## src/rtl/wb_commit_unit_pkg.sv

```systemverilog
// Shared definitions for the writeback commit stage: write-source select
// encodings, commit FSM state encoding and a small write-enable helper.
package wb_commit_unit_pkg;

    // Write-source select encodings used by the MEM stage and forwarding path
    localparam logic [2:0] WB_ALU  = 3'd0;
    localparam logic [2:0] WB_EXT  = 3'd1;
    localparam logic [2:0] WB_DRAM = 3'd2;
    localparam logic [2:0] WB_PC4  = 3'd3;

    // Commit FSM states, also used by the hazard unit
    typedef enum logic [1:0] {
        WBC_IDLE   = 2'd0,
        WBC_WAIT   = 2'd1,
        WBC_COMMIT = 2'd2
    } wbc_state_e;

    // A register-file write only happens for writing instructions to a non-x0 target
    function automatic logic is_rf_write(input logic we, input logic [4:0] wr);
        return we && (wr != 5'd0);
    endfunction

endpackage

```

## src/rtl/wb_commit_unit_src_mux.sv

```systemverilog
// Combinational 4-way writeback source select; unknown encodings fall back
// to the ALU result so a corrupted select never produces undefined data.
module wb_src_mux
    import wb_commit_unit_pkg::*;
(
    input  logic [2:0]  wsel,
    input  logic [31:0] alu_c,
    input  logic [31:0] sext,
    input  logic [31:0] pc4,
    input  logic [31:0] dram,
    output logic [31:0] wd
);

    // Select the write data from the requested source
    always_comb begin
        wd = alu_c;
        case (wsel)
            WB_ALU:  wd = alu_c;
            WB_EXT:  wd = sext;
            WB_DRAM: wd = dram;
            WB_PC4:  wd = pc4;
            default: wd = alu_c;
        endcase
    end

endmodule

```

## src/rtl/wb_commit_unit.sv

```systemverilog
// Writeback commit stage: accepts one retiring instruction per cycle, holds
// loads until the DRAM response (or a timeout), and issues a single
// registered register-file write plus the commit trace.
module wb_commit_unit
    import wb_commit_unit_pkg::*;
#(
    parameter int unsigned LOAD_TIMEOUT = 64
) (
    input  logic        clk,
    input  logic        rst_n,
    input  logic        mem_valid,
    output logic        mem_ready,
    input  logic [31:0] mem_pc,
    input  logic        mem_we,
    input  logic [4:0]  mem_wR,
    input  logic [2:0]  mem_wsel,
    input  logic [31:0] mem_alu_c,
    input  logic [31:0] mem_sext,
    input  logic [31:0] mem_pc4,
    input  logic        dram_rsp_valid,
    input  logic [31:0] dram_rdata,
    output logic        rf_we,
    output logic [4:0]  rf_wR,
    output logic [31:0] rf_wD,
    output logic        pend_valid,
    output logic [4:0]  pend_wR,
    output logic        err_timeout,
    output logic        err_spurious,
    output logic        debug_wb_have_inst,
    output logic [31:0] debug_wb_pc,
    output logic        debug_wb_ena,
    output logic [4:0]  debug_wb_reg,
    output logic [31:0] debug_wb_value
);

    localparam int unsigned CW = $clog2(LOAD_TIMEOUT + 1);
    localparam logic [CW-1:0] TIMEOUT_CNT = CW'(LOAD_TIMEOUT);

    wbc_state_e    state_r;
    wbc_state_e    state_nxt_s;
    logic [CW-1:0] cnt_r;
    logic [CW-1:0] cnt_nxt_s;
    logic [31:0]   ld_pc_r;
    logic [4:0]    ld_wr_r;

    logic          ready_s;
    logic          ld_latch_s;
    logic          commit_s;
    logic          timeout_s;
    logic [31:0]   c_pc_s;
    logic          c_we_s;
    logic [4:0]    c_wr_s;
    logic [31:0]   c_wd_s;
    logic [31:0]   src_wd_s;

    logic          rf_we_r;
    logic [4:0]    rf_wr_r;
    logic [31:0]   rf_wd_r;
    logic          have_inst_r;
    logic [31:0]   dbg_pc_r;
    logic          pend_valid_r;
    logic [4:0]    pend_wr_r;
    logic          err_timeout_r;
    logic          err_spurious_r;

    wb_src_mux u_src_mux (
        .wsel  (mem_wsel),
        .alu_c (mem_alu_c),
        .sext  (mem_sext),
        .pc4   (mem_pc4),
        .dram  (dram_rdata),
        .wd    (src_wd_s)
    );

    // Next-state, accept decision and the commit payload for the next cycle
    always_comb begin
        state_nxt_s = state_r;
        cnt_nxt_s   = cnt_r;
        ready_s     = 1'b0;
        ld_latch_s  = 1'b0;
        commit_s    = 1'b0;
        timeout_s   = 1'b0;
        c_pc_s      = 32'd0;
        c_we_s      = 1'b0;
        c_wr_s      = 5'd0;
        c_wd_s      = 32'd0;
        case (state_r)
            WBC_IDLE, WBC_COMMIT: begin
                ready_s = 1'b1;
                if (mem_valid) begin
                    if ((mem_wsel == WB_DRAM) && mem_we) begin
                        state_nxt_s = WBC_WAIT;
                        ld_latch_s  = 1'b1;
                        cnt_nxt_s   = {CW{1'b0}};
                    end else begin
                        state_nxt_s = WBC_COMMIT;
                        commit_s    = 1'b1;
                        c_pc_s      = mem_pc;
                        c_we_s      = mem_we;
                        c_wr_s      = mem_wR;
                        c_wd_s      = src_wd_s;
                    end
                end else begin
                    state_nxt_s = WBC_IDLE;
                end
            end
            WBC_WAIT: begin
                cnt_nxt_s = cnt_r + CW'(1'b1);
                if (dram_rsp_valid) begin
                    state_nxt_s = WBC_COMMIT;
                    commit_s    = 1'b1;
                    c_pc_s      = ld_pc_r;
                    c_we_s      = 1'b1;
                    c_wr_s      = ld_wr_r;
                    c_wd_s      = dram_rdata;
                end else if (cnt_nxt_s == TIMEOUT_CNT) begin
                    // Give up on the load: commit zero so the pipeline keeps moving
                    state_nxt_s = WBC_COMMIT;
                    commit_s    = 1'b1;
                    timeout_s   = 1'b1;
                    c_pc_s      = ld_pc_r;
                    c_we_s      = 1'b1;
                    c_wr_s      = ld_wr_r;
                    c_wd_s      = 32'd0;
                end else begin
                    state_nxt_s = WBC_WAIT;
                end
            end
            default: begin
                state_nxt_s = WBC_IDLE;
                cnt_nxt_s   = {CW{1'b0}};
            end
        endcase
    end

    // State register and load wait counter
    always_ff @(posedge clk) begin
        if (!rst_n) begin
            state_r <= WBC_IDLE;
            cnt_r   <= {CW{1'b0}};
        end else begin
            state_r <= state_nxt_s;
            cnt_r   <= cnt_nxt_s;
        end
    end

    // Capture the PC and destination of an outstanding load
    always_ff @(posedge clk) begin
        if (!rst_n) begin
            ld_pc_r <= 32'd0;
            ld_wr_r <= 5'd0;
        end else if (ld_latch_s) begin
            ld_pc_r <= mem_pc;
            ld_wr_r <= mem_wR;
        end
    end

    // Register-file write port and commit trace, valid only in the commit cycle
    always_ff @(posedge clk) begin
        if (!rst_n) begin
            rf_we_r     <= 1'b0;
            rf_wr_r     <= 5'd0;
            rf_wd_r     <= 32'd0;
            have_inst_r <= 1'b0;
            dbg_pc_r    <= 32'd0;
        end else begin
            rf_we_r     <= commit_s && is_rf_write(c_we_s, c_wr_s);
            rf_wr_r     <= c_wr_s;
            rf_wd_r     <= c_wd_s;
            have_inst_r <= commit_s;
            dbg_pc_r    <= c_pc_s;
        end
    end

    // Pending-load destination exported to the hazard unit
    always_ff @(posedge clk) begin
        if (!rst_n) begin
            pend_valid_r <= 1'b0;
            pend_wr_r    <= 5'd0;
        end else begin
            pend_valid_r <= (state_nxt_s == WBC_WAIT);
            if (ld_latch_s) begin
                pend_wr_r <= mem_wR;
            end else if (state_nxt_s == WBC_WAIT) begin
                pend_wr_r <= ld_wr_r;
            end else begin
                pend_wr_r <= 5'd0;
            end
        end
    end

    // Sticky error flags: load timeout and response with nothing outstanding
    always_ff @(posedge clk) begin
        if (!rst_n) begin
            err_timeout_r  <= 1'b0;
            err_spurious_r <= 1'b0;
        end else begin
            if (timeout_s) begin
                err_timeout_r <= 1'b1;
            end
            if (dram_rsp_valid && (state_r != WBC_WAIT)) begin
                err_spurious_r <= 1'b1;
            end
        end
    end

    assign mem_ready          = ready_s;
    assign rf_we              = rf_we_r;
    assign rf_wR              = rf_wr_r;
    assign rf_wD              = rf_wd_r;
    assign pend_valid         = pend_valid_r;
    assign pend_wR            = pend_wr_r;
    assign err_timeout        = err_timeout_r;
    assign err_spurious       = err_spurious_r;
    assign debug_wb_have_inst = have_inst_r;
    assign debug_wb_pc        = dbg_pc_r;
    assign debug_wb_ena       = rf_we_r;
    assign debug_wb_reg       = rf_wr_r;
    assign debug_wb_value     = rf_wd_r;

endmodule
```

## config.mk

```make
export PLATFORM = sky130hd
export DESIGN_NAME = wb_commit_unit
export DESIGN_NICKNAME = d
export VERILOG_FILES = /design/src/rtl/wb_commit_unit_pkg.sv /design/src/rtl/wb_commit_unit_src_mux.sv /design/src/rtl/wb_commit_unit.sv
export SDC_FILE = /design/constraint.sdc
export NUM_CORES = 1
export LEC_CHECK = 0
export ABC_AREA = 1
export CORE_AREA = 4 4 111 113
export DETAILED_ROUTE_END_ITERATION = 8
export DIE_AREA = 0 0 115 117
export DONT_BUFFER_PORTS = 1
export GPL_ROUTABILITY_DRIVEN = 0
export PLACE_DENSITY = 0.77
export SETUP_SLACK_MARGIN = 0.05
export SLEW_MARGIN = 20
export SYNTH_ARGS = -nofsm -noshare
export SYNTH_HDL_FRONTEND = slang
export SYNTH_SLANG_ARGS = --single-unit
export TNS_END_PERCENT = 30
```

## constraint.sdc

```tcl
create_clock -name clk -period 3.9 [get_ports clk]
set_input_delay 0.585 -clock clk [delete_from_list [all_inputs] [get_ports clk]]
set_output_delay 0.585 -clock clk [all_outputs]
set_load 0.05 [all_outputs]
```

==> flow_summary.ini, run 1 <==
[pwr]
powerDensity_nw_per_um2 = 554
leakage_nw = 2.42
ir_worst_vdd_mv = 0.266

[yosys]
synth_edf_count = 0
synthDistinctLibCells = 33
synth-seq-area-share = 0.413
synthArstFlopShare = 0
synth_area_um2 = 6010
yosys-top-cells-area = dfxtp_1, nor2_1, nand2_1, nand3_2, buf_4
synth.largest_area_cell = dfxtp_1
syn_area_per_cell_um2 = 7.66
ys_ff_latch = 124
synth_cells = 784
yosysTopAreaCellShare = 0.413
syn_nets = 959
synth-main-ff-cell = dfxtp_1
yosysWarnings = 0

[timing]
tightest_slew_ns = 1.14
finalMaxSlewViolations = 0
slew_headroom = 0.237
setup_ws_ns = 1.45
timing.fmax_ghz = 0.408
finalSetupTns_ns = 0
hold_viol_final = 0
skew_ns = 0.00583
grt_setup_unrepaired = false
period_minus_slack_ns = 2.45
report.final.setup_viol = 0
min_period_over_period = 0.629

[clock_network]
clk_pin_slew_ns = 0.06
cts.htree.levels = 4
cts_tree = done
clock_path_buffers = 2
post_cts_buffers = 0
cts_resized = 0
clock_latency_ns = 0.40
hold_buffers = 0
cts-root-buf = clkbuf_16
clock_sinks = 124
cts_buffers = 17

[placed_design]
dpl.hpwl_um = 12000
io_buffers = 0
post-place-ws_ns = 1.26
dp_cells = 844

[floorplanning]
die_x_um = 115
pin_count = 291
start_util = 0.531
core_um2 = 11300
die_area_um2 = 13500
rows = 39
die_h_um = 117

[final_layout]
mostFrequentLayoutCell = nor2_1
layout_common_cells = nor2_1, nand2_1, dfxtp_1
drive_gt1_frac = 0.171
fin_nets = 895
num_antenna_cells = 0
fill_cells = 1016
syn_to_final_growth_pct = 5.37
fin_util = 0.559
instances_no_fill = 876

[outcome]
status = finished clean

[job]
drv_cap = 0

[drt]
route.vias.total = 5160
wl_per_cell_um = 19.5
antenna_left = 0
drt_iter0_drc = 470
first_pass_iters = 5
drc_errors = 0
wl_um = 17100
avgViaCountPerCell = 5.89

[worst_setup_path]
crit_chain = ha_1 -> inv_1 -> nand2_1 -> nand2_1 -> nor2_1 -> nand2_1 -> nor2_2 -> nand2_2 -> nand2_4 -> nand2_1 -> a21oi_2 -> and2_1 -> nand2_1 -> inv_1
worstPathRequired_ns = 4.25
start_kind = register
arrival_ns = 2.80
cpLargestDelayFamily = simple AND/OR/NAND/NOR gates
crit_type = reg -> reg
cp_num_buf_inv = 2
endpoint_kind = register
crit_top_cell = nand2_1
cpMaxStageDelayCell = nand2_4
critPathMaxFanout = 39
cp_slowest_stage_delay_ns = 0.48

[grt]
antenna_found_initial = 0
grt_pass1_vias = 4846
grt_max_degree = 59
gr-total-overflow = 0
grtUsageTotal = 0.239
grt_pass1_wl_um = 25200

[min_path]
hold_class = in -> reg
## where the power goes
part	internal (W)	total (W)	switching, W
clock network	0.00116	0.00174	0.000585
registers	0.00131	0.00155	0.000235
logic	0.0000701	0.000215	0.000145
total	0.00254	0.00350	0.000965
## kinds of logic (layout without fill, tap and decap cells)
| family | after synthesis | in the layout | share of synthesized area |
|---|---|---|---|
| AO/OA/AOI/OAI | 153 | 153 | 0.174 |
| XOR/XNOR | 1 | 1 | 0.00146 |
| adder cells (fa/ha/maj) | 2 | 2 | 0.00417 |
| buffers and inverters | 115 | 64 | 0.112 |
| flip-flops | 124 | 124 | 0.413 |
| AND/OR/NAND/NOR | 389 | 389 | 0.296 |
## stage by stage
stage	cell area, um2	hold WS, ns	power (W)
4_1_cts	6330	0.294	0.00353
6_report	6330	0.313	0.00350
2_1_floorplan	6010	0.448	0.00178
3_5_place_dp	5670	0.462	0.00179
5_1_grt	6330	0.293	0.00363
3_3_place_gp	5670	0.458	0.00178
## final cells by class
type                            count  area [um2]  area share
Clock buffer                       19         443      0.0700
Clock inverter                     13         214      0.0338
Inverter                           25        95.1      0.0150
Multi-Input combinational cell    545        2860       0.452
Sequential cell                   124        2480       0.392
Tap cell                          143         179      0.0283
Timing Repair Buffer                7        52.6     0.00830
## per-layer routing
metal	track usage	up-vias	wire, um
met1	0.285	2394	6530
met2	0.383	298	8330
met4	0.116	0	521
met3	0.0859	48	1680
met5	0	-	0
li1	-	2420	-
## worst register-to-register path, cell delays in order, from the launching register on
cell	delay, ns
dfxtp_1	0.44
ha_1	0.28
inv_1	0.06
nand2_1	0.06
nand2_1	0.07
nor2_1	0.10
nand2_1	0.09
nor2_2	0.12
nand2_2	0.08
nand2_4	0.48
nand2_1	0.20
a21oi_2	0.16
and2_1	0.15
nand2_1	0.06
inv_1	0.05
## path summary, 6_finish.rpt
kind                            cells after the start             end  slack (ns)       start
worst max-delay path                               14    debug_wb_ena        1.45    cnt_r[0]
worst min-delay path                                1     err_timeout        0.31       rst_n
worst max register to register                     14    debug_wb_ena        1.45    cnt_r[0]
worst min register to register                      2  debug_wb_pc[7]        0.46  ld_pc_r[7]
## synth_stat cells (2+ instances only)
cell        n
ha_1        2
a21oi_2    31
buf_2      23
a221oi_1   18
buf_12      4
clkbuf_1   23
nor2_2      2
dfxtp_1   124
o21ai_0    48
inv_1      17
nand2_1   145
buf_4      39
and2_1      6
nand3_1    23
nand3_2    36
a21oi_1    20
a22oi_1    31
nor2_1    170
inv_2       8
Power figures use the tool's default switching activity.
==> run 2, diff against run 1 <==
--- a/config.mk
+++ b/config.mk
@@ -6,12 +6,12 @@
 export NUM_CORES = 1
 export LEC_CHECK = 0
 export ABC_AREA = 1
-export CORE_AREA = 4 4 111 113
+export CORE_AREA = 4 4 112 114
 export DETAILED_ROUTE_END_ITERATION = 8
-export DIE_AREA = 0 0 115 117
+export DIE_AREA = 0 0 116 118
 export DONT_BUFFER_PORTS = 1
 export GPL_ROUTABILITY_DRIVEN = 0
-export PLACE_DENSITY = 0.77
+export PLACE_DENSITY = 0.76
 export SETUP_SLACK_MARGIN = 0.05
 export SLEW_MARGIN = 20
 export SYNTH_ARGS = -nofsm -noshare
==> constraint.sdc (replaced) <==
create_clock -name clk -period 2.46 [get_ports clk]
set_input_delay 0.369 -clock clk [delete_from_list [all_inputs] [get_ports clk]]
set_output_delay 0.369 -clock clk [all_outputs]
set_load 0.05 [all_outputs]
==> run 2 against run 1 <==
Fmax increased by 18%; clock-buffer cell count increased by 2; die area increased by 1.7%; design area increased by 5.2%; clock skew increased by 0.00098 ns; combinational power increased to 3.1 times the previous value; routed wire length increased by 2.7%; sequential share of layout area decreased by 1.9 points; utilization increased by 2.4 points; cell count increased by 5.0%; largest power group unchanged.
==> flow_summary.ini, run 2 (synthesis results as in run 1) <==
[worst_setup_path]
worstPathRequired_ns = 2.79
reg2reg_to = debug_wb_pc[16]
cpMaxStageDelayCell = dfxtp_1
timing.rr.start = cnt_r[0]
crit_type = reg -> reg
crit_top_cell = nand2_1
r2r_cells = 12
rrSetupSlack_ns = 0.37
cp_slowest_stage_delay_ns = 0.43
arrival_ns = 2.41
cp_num_buf_inv = 2
critPathMaxFanout = 21
start_kind = register
crit_chain = ha_1 -> inv_1 -> nand2_1 -> nand2_1 -> nor2_1 -> nand2_1 -> nor2_2 -> nand2_2 -> nand2_4 -> buf_12 -> nand3_2 -> a21oi_2
endpoint_kind = register
cpLargestDelayFamily = simple AND/OR/NAND/NOR gates

[min_path]
min_delay_worst_endpoint = ld_pc_r[15]
hold_class = in -> reg
worstHoldStart = mem_pc[15]
holdPathStages = 2

[drt]
first_pass_iters = 5
wl_per_cell_um = 19.0
avgViaCountPerCell = 5.89
route.vias.total = 5415
drt_iter0_drc = 470
drc_errors = 0
antenna_left = 0
wl_um = 17500

[grt]
grt_max_degree = 56
grt_pass1_vias = 5373
gr-total-overflow = 0
grtUsageTotal = 0.251
grt_pass1_wl_um = 27000
antenna_found_initial = 0

[pwr]
p_int_w = 0.00401
pwr-share-clk = 0.479
power_switching_share = 0.269
p_comb_frac = 0.121
leakage_nw = 2.65
p_seq_frac = 0.400
ir_worst_vdd_mv = 0.629
p_sw_w = 0.00147
powerDensity_nw_per_um2 = 824

[final_layout]
drive_gt1_frac = 0.218
num_antenna_cells = 0
fin_nets = 940
fill_cells = 1029
syn_to_final_growth_pct = 10.8
multiInputGateArea_um2 = 2860
mostFrequentLayoutCell = nor2_1
layout_common_cells = nor2_1, nand2_1, dfxtp_1
seq_area_um2 = 2480

[timing]
finalMaxSlewViolations = 0
period_minus_slack_ns = 2.09
tightest_slew_ns = 1.05
hold_viol_final = 0
skew_ns = 0.00681
setup_ws_ns = 0.373
finalSetupTns_ns = 0
timing.fmax_ghz = 0.479
grt_setup_unrepaired = false
slew_headroom = 0.300
report.final.setup_viol = 0
min_period_over_period = 0.849

[floorplanning]
start_util = 0.526
pin_count = 291
rows = 39
die_h_um = 118
core_um2 = 11400
die_x_um = 116
die_area_um2 = 13700

[clock_network]
clock_sinks = 124
clk_pin_slew_ns = 0.06
cts_buffers = 17
hold_buffers = 0
cts_resized = 0
clock_path_buffers = 2
cts_tree = done
cts-root-buf = clkbuf_16
cts.htree.levels = 4
post_cts_buffers = 0
clock_latency_ns = 0.41

[placed_design]
post-place-ws_ns = 0.403
io_buffers = 0
dpl.hpwl_um = 12600

[outcome]
status = finished clean

[job]
drv_cap = 0
==> run 2: metrics by stage <==
step	cell area, um2	total power (W)	utilization	cells	hold WS [ns]
floorplan	6010	0.00282	-	784	0.448
global placement	6020	0.00288	0.528	889	0.454
detailed placement	6020	0.00289	0.528	889	0.460
CTS	6660	0.00553	0.583	920	0.0817
global route	6660	0.00568	0.583	920	0.0819
finish	6660	0.00549	0.583	920	0.103
==> run 2: area by class of cell <==
cell class,instances,share of cell area
sequential,124,0.373
tap,143,0.0269
multi-input combinational,545,0.430
clock inverter,10,0.0244
inverter,25,0.0143
clock buffer,21,0.0707
timing repair buffer,52,0.0605
==> run 2: layer usage <==
metal | up-vias | share of wire | track usage
met1 | 2515 | 0.38 | 0.285
met2 | 340 | 0.48 | 0.403
li1 | 2507 | - | -
met3 | 53 | 0.11 | 0.101
met5 | - | 0 | 0
met4 | 0 | 0.034 | 0.123
==> run 2: how the worst max path moves through the flow <==
stage                       to  slack, ns  cells after the start     start
2_1_floorplan     debug_wb_ena       0.77                     13  cnt_r[0]
3_3_place_gp      debug_wb_ena       0.51                     14  cnt_r[0]
3_5_place_dp   debug_wb_pc[16]       0.40                     12  cnt_r[0]
4_1_cts        debug_wb_pc[16]       0.39                     12  cnt_r[0]
5_1_grt           debug_wb_ena       0.15                     14  cnt_r[0]
6_report       debug_wb_pc[16]       0.37                     12  cnt_r[0]
==> run 2: power by group through the flow <==
stage	logic, W	clock network (W)	registers, W
floorplan	0.000462	0	0.00236
global placement	0.000643	0	0.00223
detailed placement	0.000660	0	0.00224
CTS	0.000661	0.00268	0.00219
global route	0.000712	0.00277	0.00220
finish	0.000665	0.00263	0.00219
==> run 2: worst reg2reg max path, cell delays in order, from the launching register on <==
cell and delay, ns:
dfxtp_1 0.43, ha_1 0.27, inv_1 0.07, nand2_1 0.06, nand2_1 0.07, nor2_1 0.09, nand2_1 0.07, nor2_2 0.11
nand2_2 0.08, nand2_4 0.28, buf_12 0.25, nand3_2 0.10, a21oi_2 0.15
